==> config.mk <==
export PLATFORM = sky130hd
export DESIGN_NAME = vga_pattern_gen_flat
export DESIGN_NICKNAME = d
export VERILOG_FILES = /design/src/rtl/vga_pattern_gen_if.sv /design/src/rtl/vga_pattern_gen.sv /design/src/flat_wrapper.sv
export SDC_FILE = /design/constraint.sdc
export NUM_CORES = 1
export LEC_CHECK = 0
export ABC_AREA = 1
export CAP_MARGIN = 40
export CELL_PAD_IN_SITES_DETAIL_PLACEMENT = 0
export CELL_PAD_IN_SITES_GLOBAL_PLACEMENT = 1
export CORE_ASPECT_RATIO = 0.5
export CORE_MARGIN = 2
export CORE_UTILIZATION = 40
export DETAILED_ROUTE_END_ITERATION = 12
export PLACE_DENSITY_LB_ADDON = 0.1
export SYNTH_ARGS = -nofsm -noshare
export SYNTH_HDL_FRONTEND = slang
export SYNTH_SLANG_ARGS = --single-unit
==> constraint.sdc <==
create_clock -name clk_in -period 5.3 [get_ports clk_in]
set_input_delay 1.06 -clock clk_in [delete_from_list [all_inputs] [get_ports clk_in]]
set_output_delay 1.06 -clock clk_in [all_outputs]
set_load 0.05 [all_outputs]
==> src/rtl/vga_pattern_gen_if.sv <==
// Video output bundle of the pattern generator: pattern select in, colour and sync out.
interface vga_pattern_gen_if #(
  parameter int unsigned COLOR_W = 4
);
  logic [1:0]         mode;
  logic [COLOR_W-1:0] redOut;
  logic [COLOR_W-1:0] greenOut;
  logic [COLOR_W-1:0] blueOut;
  logic               hSync;
  logic               vSync;
  logic               videoOn;
  logic               frameStart;

  modport master (
    input  mode,
    output redOut, greenOut, blueOut, hSync, vSync, videoOn, frameStart
  );

  modport slave (
    output mode,
    input  redOut, greenOut, blueOut, hSync, vSync, videoOn, frameStart
  );
endinterface

==> src/rtl/vga_pattern_gen.sv <==
// VGA timing and test-pattern generator: solid, colour bars, checkerboard and a
// bouncing block, with colour and sync leaving through a single register stage.
module vga_pattern_gen #(
  parameter int unsigned H_ACTIVE   = 640,
  parameter int unsigned H_FP       = 16,
  parameter int unsigned H_SYNC     = 96,
  parameter int unsigned H_BP       = 48,
  parameter int unsigned V_ACTIVE   = 480,
  parameter int unsigned V_FP       = 10,
  parameter int unsigned V_SYNC     = 2,
  parameter int unsigned V_BP       = 33,
  parameter int unsigned COLOR_W    = 4,
  parameter bit          SYNC_POL   = 1'b0,
  parameter int unsigned BLOCK_SIZE = 32
) (
  input  logic             clk_in,
  input  logic             reset,
  vga_pattern_gen_if.master vga
);

  localparam int unsigned H_TOTAL      = H_ACTIVE + H_FP + H_SYNC + H_BP;
  localparam int unsigned V_TOTAL      = V_ACTIVE + V_FP + V_SYNC + V_BP;
  localparam int unsigned HW           = $clog2(H_TOTAL);
  localparam int unsigned VW           = $clog2(V_TOTAL);
  localparam int unsigned H_SYNC_START = H_ACTIVE + H_FP;
  localparam int unsigned H_SYNC_END   = H_SYNC_START + H_SYNC;
  localparam int unsigned V_SYNC_START = V_ACTIVE + V_FP;
  localparam int unsigned V_SYNC_END   = V_SYNC_START + V_SYNC;
  localparam int unsigned BAR_W        = H_ACTIVE / 8;
  localparam int unsigned BPW          = (BAR_W > 1) ? $clog2(BAR_W) : 1;
  localparam int unsigned BS_LOG       = $clog2(BLOCK_SIZE);
  localparam int unsigned X_MAX        = H_ACTIVE - BLOCK_SIZE;
  localparam int unsigned Y_MAX        = V_ACTIVE - BLOCK_SIZE;

  logic [HW-1:0]  h_count;
  logic [VW-1:0]  v_count;
  logic [1:0]     mode_reg;
  logic [BPW-1:0] bar_pos;
  logic [2:0]     bar_idx;
  logic [HW-1:0]  bx;
  logic [VW-1:0]  by;
  logic           dx_pos;
  logic           dy_pos;

  logic           line_end_c;
  logic           frame_end_c;
  logic           block_tick_c;
  logic           active_c;
  logic           in_block_c;
  logic           hsync_act_c;
  logic           vsync_act_c;
  logic           frame_start_c;
  logic [2:0]     pat_rgb_c;

  assign line_end_c   = (h_count == HW'(H_TOTAL - 1));
  assign frame_end_c  = line_end_c && (v_count == VW'(V_TOTAL - 1));
  assign block_tick_c = (h_count == '0) && (v_count == VW'(V_ACTIVE));

  // Pixel/line counters
  always_ff @(posedge clk_in or posedge reset) begin
    if (reset) begin
      h_count <= '0;
      v_count <= '0;
    end else if (line_end_c) begin
      h_count <= '0;
      v_count <= (v_count == VW'(V_TOTAL - 1)) ? '0 : v_count + VW'(1);
    end else begin
      h_count <= h_count + HW'(1);
    end
  end

  // Pattern select only changes across the frame boundary
  always_ff @(posedge clk_in or posedge reset) begin
    if (reset) begin
      mode_reg <= 2'd0;
    end else if (frame_end_c) begin
      mode_reg <= vga.mode;
    end
  end

  // Bar index tracks h_count incrementally so no divider is needed
  always_ff @(posedge clk_in or posedge reset) begin
    if (reset) begin
      bar_pos <= '0;
      bar_idx <= 3'd0;
    end else if (line_end_c) begin
      bar_pos <= '0;
      bar_idx <= 3'd0;
    end else if (bar_pos == BPW'(BAR_W - 1)) begin
      bar_pos <= '0;
      bar_idx <= bar_idx + 3'd1;
    end else begin
      bar_pos <= bar_pos + BPW'(1);
    end
  end

  // Block position: one step per frame, reflecting off the edges in the same step
  always_ff @(posedge clk_in or posedge reset) begin
    if (reset) begin
      bx     <= '0;
      by     <= '0;
      dx_pos <= 1'b1;
      dy_pos <= 1'b1;
    end else if (block_tick_c) begin
      if (dx_pos) begin
        if (bx == HW'(X_MAX)) begin
          dx_pos <= 1'b0;
          bx     <= bx - HW'(1);
        end else begin
          bx <= bx + HW'(1);
        end
      end else if (bx == '0) begin
        dx_pos <= 1'b1;
        bx     <= HW'(1);
      end else begin
        bx <= bx - HW'(1);
      end

      if (dy_pos) begin
        if (by == VW'(Y_MAX)) begin
          dy_pos <= 1'b0;
          by     <= by - VW'(1);
        end else begin
          by <= by + VW'(1);
        end
      end else if (by == '0) begin
        dy_pos <= 1'b1;
        by     <= VW'(1);
      end else begin
        by <= by - VW'(1);
      end
    end
  end

  // Pixel decode of the current counter values; rgb bits are (r,g,b) all-ones flags
  always_comb begin
    active_c      = (32'(h_count) < H_ACTIVE) && (32'(v_count) < V_ACTIVE);
    in_block_c    = (32'(h_count) >= 32'(bx)) && (32'(h_count) < 32'(bx) + BLOCK_SIZE) &&
                    (32'(v_count) >= 32'(by)) && (32'(v_count) < 32'(by) + BLOCK_SIZE);
    hsync_act_c   = (32'(h_count) >= H_SYNC_START) && (32'(h_count) < H_SYNC_END);
    vsync_act_c   = (32'(v_count) >= V_SYNC_START) && (32'(v_count) < V_SYNC_END);
    frame_start_c = (h_count == '0) && (v_count == '0);
    pat_rgb_c     = 3'b000;
    case (mode_reg)
      2'd0: pat_rgb_c = 3'b111;
      2'd1: begin
        case (bar_idx)
          3'd0:    pat_rgb_c = 3'b111;
          3'd1:    pat_rgb_c = 3'b110;
          3'd2:    pat_rgb_c = 3'b011;
          3'd3:    pat_rgb_c = 3'b010;
          3'd4:    pat_rgb_c = 3'b101;
          3'd5:    pat_rgb_c = 3'b100;
          3'd6:    pat_rgb_c = 3'b001;
          default: pat_rgb_c = 3'b000;
        endcase
      end
      2'd2:    pat_rgb_c = (h_count[BS_LOG] ^ v_count[BS_LOG]) ? 3'b000 : 3'b111;
      default: pat_rgb_c = in_block_c ? 3'b010 : 3'b001;
    endcase
    if (!active_c) begin
      pat_rgb_c = 3'b000;
    end
  end

  // Single output stage keeps colour and sync aligned
  always_ff @(posedge clk_in or posedge reset) begin
    if (reset) begin
      vga.redOut     <= '0;
      vga.greenOut   <= '0;
      vga.blueOut    <= '0;
      vga.hSync      <= ~SYNC_POL;
      vga.vSync      <= ~SYNC_POL;
      vga.videoOn    <= 1'b0;
      vga.frameStart <= 1'b0;
    end else begin
      vga.redOut     <= {COLOR_W{pat_rgb_c[2]}};
      vga.greenOut   <= {COLOR_W{pat_rgb_c[1]}};
      vga.blueOut    <= {COLOR_W{pat_rgb_c[0]}};
      vga.hSync      <= hsync_act_c ? SYNC_POL : ~SYNC_POL;
      vga.vSync      <= vsync_act_c ? SYNC_POL : ~SYNC_POL;
      vga.videoOn    <= active_c;
      vga.frameStart <= frame_start_c;
    end
  end

endmodule

==> src/flat_wrapper.sv <==
// flat-port wrapper written by rule: the top's interface ports become plain ports
module vga_pattern_gen_flat 
#(
  parameter int unsigned H_ACTIVE   = 640,
  parameter int unsigned H_FP       = 16,
  parameter int unsigned H_SYNC     = 96,
  parameter int unsigned H_BP       = 48,
  parameter int unsigned V_ACTIVE   = 480,
  parameter int unsigned V_FP       = 10,
  parameter int unsigned V_SYNC     = 2,
  parameter int unsigned V_BP       = 33,
  parameter int unsigned COLOR_W    = 4,
  parameter bit          SYNC_POL   = 1'b0,
  parameter int unsigned BLOCK_SIZE = 32
)
  (clk_in, reset, vga_mode, vga_redOut, vga_greenOut, vga_blueOut, vga_hSync, vga_vSync, vga_videoOn, vga_frameStart);
  vga_pattern_gen_if #(.COLOR_W(COLOR_W)) vga_i ();
  input  logic clk_in;
  input  logic reset;
  input wire logic [$bits(vga_i.mode)-1:0] vga_mode;
  output wire logic [$bits(vga_i.redOut)-1:0] vga_redOut;
  output wire logic [$bits(vga_i.greenOut)-1:0] vga_greenOut;
  output wire logic [$bits(vga_i.blueOut)-1:0] vga_blueOut;
  output wire logic [$bits(vga_i.hSync)-1:0] vga_hSync;
  output wire logic [$bits(vga_i.vSync)-1:0] vga_vSync;
  output wire logic [$bits(vga_i.videoOn)-1:0] vga_videoOn;
  output wire logic [$bits(vga_i.frameStart)-1:0] vga_frameStart;
  assign vga_i.mode = vga_mode;
  assign vga_redOut = vga_i.redOut;
  assign vga_greenOut = vga_i.greenOut;
  assign vga_blueOut = vga_i.blueOut;
  assign vga_hSync = vga_i.hSync;
  assign vga_vSync = vga_i.vSync;
  assign vga_videoOn = vga_i.videoOn;
  assign vga_frameStart = vga_i.frameStart;
  vga_pattern_gen #(.H_ACTIVE(H_ACTIVE), .H_FP(H_FP), .H_SYNC(H_SYNC), .H_BP(H_BP), .V_ACTIVE(V_ACTIVE), .V_FP(V_FP), .V_SYNC(V_SYNC), .V_BP(V_BP), .COLOR_W(COLOR_W), .SYNC_POL(SYNC_POL), .BLOCK_SIZE(BLOCK_SIZE)) u_core (.clk_in(clk_in), .reset(reset), .vga(vga_i));
endmodule
== Yosys cells after proc, flatten, opt, wreduce, memory -nomap -nowiden ==
Index checks and enable logic that the tools add are counted.
Word-level totals
  bits in registers: 61
  bits of input ports: 4
  output and inout port bits: 16
Cells by class
  add/subtract/negate cells: 10
  magnitude comparators: 10
  equality and inequality tests: 14
  mux-type cells: 25
  bitwise gates (word level): 1
  reductions and logical operators: 16
Operators with widths (count)
  $mux W10: 8
  $lt A10 B32 Y1: 2
  $add A10 B1 Y10 const B: 4
  $logic_not A10 Y1: 4
  $eq A10 B10 Y1 const B: 3
  $add A10 B6 Y11 const B: 2
  $pmux W3 S7: 1
  $eq A10 B9 Y1 const B: 2
  $ge A10 B10 Y1: 2
  $lt A10 B10 Y1 const B: 2
  $lt A10 B9 Y1 const B: 2
  $sub A10 B1 Y10 const B: 2
  $mux W7: 2
  $mux W3: 4
  $ge A10 B10 Y1 const B: 1
  $ge A10 B9 Y1 const B: 1
  $eq A3 B3 Y1 const B: 3
  $logic_and A1 B1 Y1: 9
  $pmux W3 S3: 1
  $mux W1: 8
  $add A7 B1 Y7 const B: 1
  $eq A7 B7 Y1 const B: 1
  $eq A3 B2 Y1 const B: 2
  $add A3 B1 Y3 const B: 1
  other kinds (8): 8

== Longest topological paths before layout ==
  depth in word-level cells: 8
  depth in mapped cells: 14

== Worst setup path before layout ==
No wires, ideal clock.
  path type: reg-to-output
  from: register u_core.vga.blueOut[0] (netlist name)
  to: output port vga_blueOut[1]
  arrival time: 0.923 ns
  slack: 3.317 ns
  cell stages (with the launch flop): 2
  path through: dfrtp_1 -> buf_4
RTL lines
  end: declaration: RTL line flat_wrapper.sv:23  | output wire logic [$bits(vga_i.blueOut)-1:0] vga_blueOut;
No word-level cell between the ends.

== Final worst setup path ==
  from: register u_core.vga.hSync
  to: output port vga_hSync
RTL lines
  start: declaration: RTL line vga_pattern_gen_if.sv:16  | output redOut, greenOut, blueOut, hSync, vSync, videoOn, frameStart
  start signal: assignment: RTL line vga_pattern_gen.sv:172  | vga.hSync <= ~SYNC_POL;
  start signal: assignment: RTL line vga_pattern_gen.sv:180  | vga.hSync <= hsync_act_c ? SYNC_POL : ~SYNC_POL;
  end: declaration: RTL line flat_wrapper.sv:24  | output wire logic [$bits(vga_i.hSync)-1:0] vga_hSync;
No word-level cell between the ends.

==> results.py <==
metrics = {
    "status": {
        "status": "complete, no violations",
    },
    "synthesis": {
        "synthesis.nets": 718,
        "ys_types": 43,
        "ys_top_cells_by_count": "nand2_1 (148), inv_1 (90), nor2_1 (64)",
        "synth_cells": 666,
        "synth_ff_type": "dfrtp_1",
        "yosysSeqAreaShare_pct": 31.3,
        "ys_seq_elements": 61,
        "synth_area_leaders": "dfrtp_1 (29%), ha_1 (12%), nand2_1 (11%), inv_1 (6.9%), xor2_1 (5.6%)",
        "synth_edf_count": 0,
        "async_flop_share_pct": 100,
        "synth_area_um2": 4890,
        "synth.top_cell.area_share_pct": 29.2,
        "yosysWarnings": 0,
        "yosysMostFrequentCell": "nand2_1",
        "yosys.area.top_type": "dfrtp_1",
        "syn_area_per_cell_um2": 7.34,
    },
    "cts": {
        "holdBufCountCts": 0,
        "cts_setup_buffers": 0,
        "path_clk_slew_ps": 60,
        "clk_latency_ps": 330,
        "cts.repair.resized": 0,
        "cts_tree": "done",
        "cts_buffer_depth": 2,
        "cts_made_buffers": 9,
        "clkSinkCount": 61,
        "cts_max_level": 3,
        "cts_root_buf": "clkbuf_16",
    },
    "power": {
        "power_frac_clock_pct": 55.2,
        "pwr-share-seq_pct": 43.7,
        "power_switching_uw": 234,
        "peakVddDrop_uv": 153,
        "switching_share_pct": 21.9,
        "p_leak_uw": 0.00276,
        "total_power_uw": 1070,
        "internal-power_uw": 833,
        "powerDensity_nw_per_um2": 196,
        "pwr-share-comb_pct": 1.2,
    },
    "layout": {
        "n_fill_cell": 1197,
        "drive_gt1_share_pct": 8.05,
        "post-route-util_pct": 45.9,
        "antenna_cells": 0,
        "syn_to_final_growth_pct": 11.6,
        "layout.nets": 730,
    },
    "routing": {
        "route.vias.total": 4138,
        "viasPerCell": 4.88,
        "dr.first_iter.drc_count": 269,
        "wl_per_cell_um": 14.0,
        "drc": 0,
        "ant_nets": 0,
        "wl_mm": 11.8,
        "dr.pass1.iters": 5,
    },
    "die": {
        "fp.dieW_um": 160,
        "rows": 28,
        "die-area_um2": 13200,
        "initial_core_util_pct": 41.2,
        "core_area_um2": 11900,
        "pin_count": 20,
        "die_y_um": 82.2,
    },
    "place": {
        "dp_hpwl_mm": 9.07,
        "placement.setup.worst_slack_ps": 2790,
        "port-buffer-count": 19,
        "finalWeightedCongestion": 0.817,
    },
    "grt": {
        "antenna_found_initial": 0,
        "grt_first_pass_wirelength_mm": 19.8,
        "grt_overflow_total": 0,
        "grt_max_degree": 34,
        "first_global_vias": 3864,
        "track_usage_pct": 19.6,
    },
    "worst_setup_path": {
        "cp_num_buf_inv": 1,
        "critPathMaxStageDelay_ps": 790,
        "worstSetupPathType": "reg2out",
        "cp_data_required_time_ps": 4240,
        "end_kind": "output port",
        "crit_fanout": 1,
        "crit_slowest_cell": "clkdlybuf4s50_1",
        "cpLargestDelayFamily": "buffers and inverters",
        "path_cells": "clkdlybuf4s50_1",
        "critPathArrivalTime_ps": 1640,
        "start_kind": "flop",
    },
    "timing": {
        "tightest_slew_ps": 704,
        "setup_violations": 0,
        "fin_tns_setup_ps": 0,
        "grt_setup_unrepaired": "false",
        "relSlewSlack_pct": 53.0,
        "hold_viol_final": 0,
        "fin_crit_sh_pct": 51.0,
        "layout_setup_ws_ps": 2600,
        "fmax_mhz": 370,
        "report.final.slew_viol_count": 0,
        "fin_skew_ps": 7.45,
        "timing.hold.ws_ps": 468,
        "period_needed_ps": 2700,
    },
    "min_path": {
        "hold_path_class": "reg2reg",
    },
    "run": {
        "cap_viol_max_count": 0,
    },
}
==> power by group through the flow <==
stage               Combinational (µW)  Sequential [µW]  Clock [µW]
detailed placement                13.3              474           0
CTS                               13.4              466         609
global placement                  13.1              474           0
floorplan                         6.77              474           0
global route                      14.9              466         625
finish                            12.4              466         588
==> cell usage in the layout (no fill, tap or decap), types with 3 or more instances in the layout <==
| cell | count |
|---|---|
| dfstp_2 | 4 |
| a21o_1 | 5 |
| nor3_1 | 12 |
| nand4_1 | 10 |
| inv_1 | 89 |
| nand2_1 | 148 |
| nand2_2 | 4 |
| nand3_1 | 48 |
| o21bai_1 | 3 |
| ha_1 | 48 |
| o21ai_1 | 6 |
| inv_2 | 11 |
| nor2_2 | 3 |
| o21ai_0 | 41 |
| nor2_4 | 6 |
| dfrtp_1 | 57 |
| clkinv_4 | 3 |
| a21oi_1 | 28 |
| nor4_1 | 3 |
| xor2_1 | 31 |
| clkdlybuf4s50_1 | 19 |
| clkbuf_16 | 9 |
| xnor2_1 | 3 |
| nor2_1 | 64 |
==> metal layers <==
layer,track usage (%),routed length [µm],vias up
li1,-,-,2174
met1,27.9,6310,1899
met2,31.1,4930,56
met3,3.15,476,9
met4,5.68,123,0
met5,0,0,-
==> per-stage QoR <==
stage	instance area (µm²)	instances
3_5_place_dp	5150	832
5_1_grt	5460	848
3_3_place_gp	5150	832
6_report	5460	848
2_1_floorplan	4890	666
4_1_cts	5460	848
==> cell families after synthesis <==
logic type | count (synthesis) | share of synthesized area (%)
compound gates | 92 | 10.5
xor+xnor | 34 | 6.09
fa+ha+maj | 48 | 12.3
buf+inv | 120 | 10.6
flops | 61 | 31.3
simple gates | 311 | 29.2
==> cell type report <==
type | count | area (µm²) | area share [%]
well taps | 165 | 206 | 3.78
multi-input cells | 485 | 2840 | 52.1
clock buffers | 9 | 225 | 4.13
inverters | 101 | 379 | 6.95
flip-flops and latches | 61 | 1530 | 28.1
clock inverters | 7 | 76.3 | 1.40
repair buffers | 20 | 198 | 3.62
==> final timing paths <==
kind                       slack (ps)                        start                               to  cells after the start
min reg2reg                       470  u_core.bar_pos[0]$_DFF_PP0_      u_core.bar_pos[0]$_DFF_PP0_                      1
min                               470  u_core.bar_pos[0]$_DFF_PP0_      u_core.bar_pos[0]$_DFF_PP0_                      1
max in group asynchronous        3210                        reset       u_core.vga.vSync$_DFF_PP1_                      3
max reg2reg                      2860     u_core.by[5]$_DFFE_PP0P_  u_core.vga.blueOut[0]$_DFF_PP0_                     12
min in group asynchronous        1160                        reset         u_core.bx[4]$_DFFE_PP0P_                      2
max                              2600   u_core.vga.hSync$_DFF_PP1_                        vga_hSync                      1
(Power assumes the default switching activity.)
